`config.mk`:
```
export PLATFORM = sky130hd
export DESIGN_NAME = vga_bounce
export DESIGN_NICKNAME = d
export VERILOG_FILES = /design/src/rtl/vga_pkg.sv /design/src/rtl/vga_bounce_axis.sv /design/src/rtl/vga_bounce.sv
export SDC_FILE = /design/constraint.sdc
export NUM_CORES = 1
export LEC_CHECK = 0
export ABC_AREA = 1
export BUFFER_PORTS_ARGS = -buffer_cell sky130_fd_sc_hd__buf_4
export CAP_MARGIN = 25
export CORE_UTILIZATION = 55
export DETAILED_ROUTE_END_ITERATION = 8
export GPL_ROUTABILITY_DRIVEN = 0
export GPL_TIMING_DRIVEN = 1
export PLACE_DENSITY_LB_ADDON = 0.15
export SYNTH_ARGS = -nofsm -noshare
export SYNTH_HDL_FRONTEND = slang
export SYNTH_HIERARCHICAL = 1
export SYNTH_SLANG_ARGS = --single-unit
```
`constraint.sdc`:
```
create_clock -name clk -period 1.8 [get_ports clk]
set_input_delay 0.18 -clock clk [delete_from_list [all_inputs] [get_ports clk]]
set_output_delay 0.18 -clock clk [all_outputs]
set_load 0.01 [all_outputs]
```
`src/rtl/vga_pkg.sv`:
```
// rtl/vga_pkg.sv - shared constants, FSM state type and palette for the bouncing box
//
// Holds the default active-area sizes, the box reset position, the frame FSM
// state enum and the 8-entry 12-bit palette used when the colour-cycle build
// option VGA_BOUNCE_COLOR_CYCLE_EN is defined.
package vga_pkg;

    localparam int H_ACT_DEF = 640;
    localparam int V_ACT_DEF = 480;

    localparam logic [9:0] PX_RESET = 10'd64;
    localparam logic [9:0] PY_RESET = 10'd48;

    localparam logic [11:0] BG_COLOR        = 12'h00F;
    localparam logic [11:0] BOX_COLOR_FIXED = 12'hFFF;

    typedef enum logic {
        WAIT_SYNC = 1'b0,
        RUN       = 1'b1
    } frame_state_e;

    // Entry 0 is the rightmost element.
    localparam logic [7:0][11:0] PALETTE = {
        12'h8F8, 12'hF80, 12'hF0F, 12'h0FF,
        12'hFF0, 12'h0F0, 12'hF00, 12'hFFF
    };

    function automatic logic [11:0] palette_lookup(input logic [2:0] idx);
        return PALETTE[idx];
    endfunction

endpackage

```
`src/rtl/vga_bounce_axis.sv`:
```
// rtl/vga_bounce_axis.sv - one axis of box position, direction and edge bounce
//
// Parameters: ACT (active size on this axis), BOX (box side), STEP (pixels per
// update), RESET_POS (position after reset).
// Ports:
//   clk       pixel clock
//   rst       synchronous active-high reset (pos=RESET_POS, dir=1)
//   update_i  one-cycle pulse: apply one movement step
//   pos_o     current box position on this axis (never exceeds ACT-BOX)
//   dir_o     1 = moving towards larger coordinates
//   bounce_o  the next update hits an edge and flips direction
module vga_bounce_axis #(
    parameter int         ACT       = 640,
    parameter int         BOX       = 32,
    parameter int         STEP      = 2,
    parameter logic [9:0] RESET_POS = 10'd0
) (
    input  logic       clk,
    input  logic       rst,
    input  logic       update_i,
    output logic [9:0] pos_o,
    output logic       dir_o,
    output logic       bounce_o
);

    localparam logic [10:0] LIMIT  = 11'(ACT - BOX);
    localparam logic [10:0] STEP11 = 11'(STEP);

    logic [9:0]  pos_q, pos_d;
    logic        dir_q, dir_d;
    logic        bounce;
    logic [10:0] sum, diff;

    // 11-bit arithmetic so pos+STEP near 1023 cannot wrap before the clamp test.
    assign sum  = {1'b0, pos_q} + STEP11;
    assign diff = {1'b0, pos_q} - STEP11;

    always_comb begin
        pos_d  = pos_q;
        dir_d  = dir_q;
        bounce = 1'b0;
        if (dir_q) begin
            if (sum > LIMIT) begin
                pos_d  = LIMIT[9:0];
                dir_d  = 1'b0;
                bounce = 1'b1;
            end else begin
                pos_d = sum[9:0];
            end
        end else begin
            if ({1'b0, pos_q} < STEP11) begin
                pos_d  = 10'd0;
                dir_d  = 1'b1;
                bounce = 1'b1;
            end else begin
                pos_d = diff[9:0];
            end
        end
    end

    always_ff @(posedge clk) begin
        if (rst) begin
            pos_q <= RESET_POS;
            dir_q <= 1'b1;
        end else if (update_i) begin
            pos_q <= pos_d;
            dir_q <= dir_d;
        end
    end

    // Only the low 10 bits are stored; the carry bits serve the compares above.
    logic unused_msb;
    assign unused_msb = sum[10] ^ diff[10];

    assign pos_o    = pos_q;
    assign dir_o    = dir_q;
    assign bounce_o = bounce;

endmodule

```
`src/rtl/vga_bounce.sv`:
```
// rtl/vga_bounce.sv - bouncing box overlay on a VGA timing stream
//
// Build option: VGA_BOUNCE_COLOR_CYCLE_EN selects the palette colour cycle
// (index steps once per bouncing update); undefined gives a fixed white box.
// Ports:
//   clk, rst           pixel clock, synchronous active-high reset
//   de_in/hs_in/vs_in  timing from the generator (active-high)
//   r_out/g_out/b_out  4-bit colour, registered, 1 cycle after de_in
//   hs_out/vs_out      hs_in/vs_in delayed one cycle
module vga_bounce
    import vga_pkg::*;
#(
    parameter int BOX   = 32,
    parameter int STEP  = 2,
    parameter int H_ACT = H_ACT_DEF,
    parameter int V_ACT = V_ACT_DEF
) (
    input  logic       clk,
    input  logic       rst,
    input  logic       de_in,
    input  logic       hs_in,
    input  logic       vs_in,
    output logic [3:0] r_out,
    output logic [3:0] g_out,
    output logic [3:0] b_out,
    output logic       hs_out,
    output logic       vs_out
);

    localparam logic [10:0] BOX11 = 11'(BOX);

    frame_state_e state_q;
    logic [9:0]   x_q, x_d, y_q, y_d;
    logic         de_q, hs_q, vs_q;
    logic [11:0]  rgb_q;
    logic         vs_rise, de_fall, update;
    logic [9:0]   px, py;
    logic         dx, dy, bounce_x, bounce_y;
    logic         in_box;
    logic [11:0]  box_color;

    // vs_q doubles as the delayed vs output and the edge-detect history.
    assign vs_rise = vs_in & ~vs_q;
    assign de_fall = de_q & ~de_in;
    assign update  = vs_rise && (state_q == RUN);

    vga_bounce_axis #(
        .ACT(H_ACT), .BOX(BOX), .STEP(STEP), .RESET_POS(PX_RESET)
    ) u_axis_x (
        .clk(clk), .rst(rst), .update_i(update),
        .pos_o(px), .dir_o(dx), .bounce_o(bounce_x)
    );

    vga_bounce_axis #(
        .ACT(V_ACT), .BOX(BOX), .STEP(STEP), .RESET_POS(PY_RESET)
    ) u_axis_y (
        .clk(clk), .rst(rst), .update_i(update),
        .pos_o(py), .dir_o(dy), .bounce_o(bounce_y)
    );

    logic unused_dir;
    assign unused_dir = dx ^ dy;

`ifdef VGA_BOUNCE_COLOR_CYCLE_EN
    logic [2:0] idx_q;

    // A corner flips both axes in one update but advances the index once.
    always_ff @(posedge clk) begin
        if (rst) begin
            idx_q <= 3'd0;
        end else if (update && (bounce_x || bounce_y)) begin
            idx_q <= idx_q + 3'd1;
        end
    end

    assign box_color = palette_lookup(idx_q);
`else
    logic unused_bounce;
    assign unused_bounce = bounce_x ^ bounce_y;
    assign box_color     = BOX_COLOR_FIXED;
`endif

    // x counts visible pixels already seen on this line, so it equals the
    // coordinate of the pixel currently presented on de_in.
    always_comb begin
        x_d = 10'd0;
        if (de_in) begin
            x_d = (x_q == 10'h3FF) ? x_q : x_q + 10'd1;
        end
        y_d = y_q;
        if (vs_rise) begin
            y_d = 10'd0;
        end else if (de_fall && (y_q != 10'h3FF)) begin
            y_d = y_q + 10'd1;
        end
    end

    always_ff @(posedge clk) begin
        if (rst) begin
            x_q  <= 10'd0;
            y_q  <= 10'd0;
            de_q <= 1'b0;
        end else begin
            x_q  <= x_d;
            y_q  <= y_d;
            de_q <= de_in;
        end
    end

    assign in_box = ({1'b0, x_q} >= {1'b0, px}) && ({1'b0, x_q} < ({1'b0, px} + BOX11)) &&
                    ({1'b0, y_q} >= {1'b0, py}) && ({1'b0, y_q} < ({1'b0, py} + BOX11));

    always_ff @(posedge clk) begin
        if (rst) begin
            state_q <= WAIT_SYNC;
            rgb_q   <= 12'h000;
            hs_q    <= 1'b0;
            vs_q    <= 1'b0;
        end else begin
            hs_q <= hs_in;
            vs_q <= vs_in;
            case (state_q)
                WAIT_SYNC: if (vs_rise) state_q <= RUN;
                RUN:       state_q <= RUN;
                default:   state_q <= WAIT_SYNC;
            endcase
            if ((state_q == RUN) && de_in) begin
                rgb_q <= in_box ? box_color : BG_COLOR;
            end else begin
                rgb_q <= 12'h000;
            end
        end
    end

    assign r_out  = rgb_q[11:8];
    assign g_out  = rgb_q[7:4];
    assign b_out  = rgb_q[3:0];
    assign hs_out = hs_q;
    assign vs_out = vs_q;

endmodule
```
# Yosys cells after proc, flatten, opt, wreduce, memory -nomap -nowiden
# Index checks and enable logic that the tools add are counted.
dict set report totals {
  ff_bits 58
  output_inout_bits 14
  word_cells 59
}
dict set report op_classes {
  addsub 8
  order_cmp 8
  n_eq_ne 2
  muxes 15
  bitwise 6
  n_reduce_logical 9
}
# cell count
set ops {}
lappend ops {{$mux W10} 6}
lappend ops {{$add A10 B2 Y11 const B} 2}
lappend ops {{$add A10 B6 Y11 const B} 2}
lappend ops {{$lt A10 B11 Y1} 2}
lappend ops {{$add A10 B1 Y10 const B} 2}
lappend ops {{$ge A10 B10 Y1} 2}
lappend ops {{$lt A10 B2 Y1 const B} 2}
lappend ops {{$sub A10 B2 Y10 const B} 2}
lappend ops {{$mux W12} 1}
lappend ops {{$gt A11 B10 Y1 const B} 1}
lappend ops {{$gt A11 B9 Y1 const B} 1}
lappend ops {{$eq A10 B10 Y1 const B} 1}
lappend ops {{$ne A10 B10 Y1 const B} 1}
lappend ops {{$mux W1} 7}
lappend ops {{$logic_and A1 B1 Y1} 6}
lappend ops {{$reduce_or A2 Y1} 3}
lappend ops {{$not A1 Y1} 4}
lappend ops {{$and A1 B1 Y1} 2}
lappend ops {{$pmux W1 S2} 1}

# Logic depth before layout (Yosys ltp)
dict set report logic_depth {
  ltp_word 6
  ltp_mapped 12
  mapped_depth_nobuf 12
}

# By module
# Netlist, hierarchy kept.
# module n_inst cells_per_inst area_each_um2 seq_area_each_um2
set modules_own_cells {}
lappend modules_own_cells {vga_bounce 1 334 2257.2 520.5}
lappend modules_own_cells {{vga_bounce_axis at u_axis_x} 1 148 945.9 200.2}
lappend modules_own_cells {{vga_bounce_axis at u_axis_y} 1 145 890.9 200.2}

# Worst setup path before layout
# OpenSTA, ideal clock, no wires.
dict set report synth_path {
  kind {register to register}
  from {register u_axis_x.pos_q[5] (netlist: u_axis_x/pos_o[5])}
  to {register rgb_q[10]}
  arrival_ps 1529
  slack_ps 160
  path_stages_with_launch 10
  period_less_slack_ps 1640
  path_cell_list {dfxtp_1 > ha_1 > nand3_1 > xor2_1 > ha_1 > nand3_1 > a21oi_1 > nor2_1 > nand2_1 > nor2_1}
}
dict set report synth_between {
  elab_chain_cells 6
}
# item line
set synth_lines {}
lappend synth_lines {{start, declared} vga_bounce_axis.sv:29} ;# logic [9:0] pos_q, pos_d;
lappend synth_lines {{start signal, assigned} vga_bounce_axis.sv:66} ;# pos_q <= pos_d;
lappend synth_lines {{$add A10 B6 Y11} vga_bounce.sv:110} ;# assign in_box = ({1'b0, x_q} >= {1'b0, px}) && ({1'b0, x_q} < ({1'b0, px} + BOX11)) &&
lappend synth_lines {{$lt A10 B11 Y1} vga_bounce.sv:110}
lappend synth_lines {{$logic_and A1 B1 Y1 (*) (2 in a row)} vga_bounce.sv:110}
lappend synth_lines {{$logic_and A1 B1 Y1 (*)} vga_bounce.sv:111} ;# ({1'b0, y_q} >= {1'b0, py}) && ({1'b0, y_q} < ({1'b0, py} + BOX11));
lappend synth_lines {{$mux W12 (*)} vga_bounce.sv:128} ;# rgb_q <= in_box ? box_color : BG_COLOR;
lappend synth_lines {{end signal, assigned} vga_bounce.sv:128}
lappend synth_lines {{end, declared} vga_bounce.sv:35} ;# logic [11:0] rgb_q;
# Every way passes the cells marked *; elsewhere a longest branch is shown, timed or not.
# A chain may end at the register's enable or synchronous reset.

# Worst setup path in the final report
# Ends and elaborated chain as after synthesis.

==> metrics.yaml <==
cap_violations: 0
rsz0062_at_grt: "yes"
synth.avg_cell_area_um2: 6.54
vias: 3849
place_inst: 737
wl_per_cell_um: 11.7
start_kind: "register"
root_buffer: "clkbuf_8"
rows: 31
die_w_um: 88.2
finalCriticalPeriod_ns: 1.66
grt_use_total: 0.234
internal_power_mw: 1.51
period_share: 0.923
io_pins: 19
first_pass_iters: 5
grt_pass1_wl_um: 14700
start_util: 0.566
stdcell_count: 745
postCtsResizedCells: 0
outcome: "finished clean"
required_ns: 2.01
grt_pass1_vias: 3407
irDropWorstVdd_uv: 382
cts.htree.levels: 2
min_path_type: "in2reg"
synth.net_count: 668
critPathCaptureType: "register"
synth_area_um2: 4090
cts_tree: "yes"
die_y_um: 88.2
cts_sinks: 46
crit_type: "reg2reg"
fin_worst_skew_ns: 0.0117
pwr-share-clk: 0.313
nFillCells: 676
seq_area_um2: 941
die_area_um2: 7780
cts-hold-fix-buffers: 0
setup_viol: 0
multiInputGateArea_um2: 2680
postCtsSetupBuffers: 0
drv_slew: 0
drt_iter0_markers: 125
finalHoldViolCount: 0
cts.clk_slew.worst_paths_ns: 0.09
arrival_ns: 1.87
viasPerCell: 5.17
dp_hpwl_um: 6790
cts_made_buffers: 5
diodes: 0
drive_gt1_frac: 0.170
ant_nets: 0
design.core.area_um2: 7210
syn_inst: 625
grt_antenna_before_repair: 0
p_leak_nw: 2.09
gr-total-overflow: 0
clockBufferDepth: 2
insertion_delay_ns: 0.30
drc: 0
p_switching_mw: 0.650
timing.fmax_mhz: 602
seq_power_share: 0.502
nNetsFinal: 688
portBuffers: 18
yosys_warnings: 6
drt_wl_total_um: 8730
switching_share: 0.301
syn_to_final_growth_pct: 9.37
pwr-share-comb: 0.184
cp_max_fo: 4
tns_ns: 0
power.density_nw_per_um2: 483
grt_max_degree: 27
## layout by cell type, fill, tap and decap left out, drive strengths merged
cell      n
or2       1
o21ai    29
a31oi     3
o31ai     1
nand3b    2
xor2     15
nor3b     1
o211a     1
ha       38
clkinv    1
buf      32
a21oi    47
nand3    47
nand4     9
inv     100
o21a      2
xnor2     5
nand2   158
nor3     12
o21bai    2
nor2     83
dfxtp    46
o211ai    2
conb      2
clkbuf    7
## flip-flops by register name (all words and copies together) (netlist names), 2 cells and up
name / cells
x_q: 10
y_q: 10
u_axis_x/pos_o: 9
u_axis_y/pos_o: 9
rgb_q: 2
## power by group through the flow
| stage | sequential (mW) | combinational (mW) | clock, mW |
|---|---|---|---|
| 2_1_floorplan | 1.10 | 0.297 | 0 |
| 3_3_place_gp | 1.11 | 0.382 | 0 |
| 3_5_place_dp | 1.11 | 0.386 | 0 |
| 4_1_cts | 1.09 | 0.388 | 0.692 |
| 5_1_grt | 1.09 | 0.452 | 0.735 |
| 6_report | 1.08 | 0.398 | 0.676 |
## area by class of cell
| cell class | count | share of cell area |
|---|---|---|
| inverters | 100 | 0.0845 |
| clock buffers | 7 | 0.0193 |
| flip-flops and latches | 46 | 0.211 |
| repair buffers | 32 | 0.0566 |
| multi-input cells | 460 | 0.600 |
| clock inverters | 1 | 0.00112 |
| well taps | 99 | 0.0277 |
## layer usage
metal | vias to the layer above | global-route usage | wire (um)
li1 | 2017 | - | -
met1 | 1743 | 0.323 | 4260
met2 | 78 | 0.389 | 4010
met3 | 11 | 0.0320 | 383
met4 | 0 | 0.0513 | 68
met5 | - | 0 | 0
## per-stage QoR
step	hold WS (ns)	utilization	instance area [um2]	total power, mW	setup slack, ns
detailed placement	0.397	0.600	4330	1.50	0.0772
floorplan	0.249	-	4090	1.40	0.160
global route	0.0961	0.619	4470	2.28	-0.0106
global placement	0.383	0.600	4330	1.49	0.119
finish	0.0763	0.619	4470	2.16	0.139
CTS	0.0734	0.613	4420	2.17	0.0510
## worst max-delay path, cell delays in order (launching register included)
cell and delay, ns:
dfxtp_1 0.39, ha_1 0.20, nand3_1 0.09, xor2_1 0.16, ha_1 0.30, nand3_1 0.08
a21oi_1 0.17, nor2_1 0.07, nand2_1 0.06, nor2_1 0.04
## path summary, 6_finish.rpt
check / start / to / slack, ns / cells after the start
worst max-delay path: u_axis_x/pos_o[5] / rgb_q[10] / 0.14 / 9
worst min-delay path: hs_in / hs_out / 0.08 / 3
worst max register to register: u_axis_x/pos_o[5] / rgb_q[10] / 0.14 / 9
worst min register to register: y_q[3] / y_q[3] / 0.51 / 2
(Power assumes the default switching activity.)
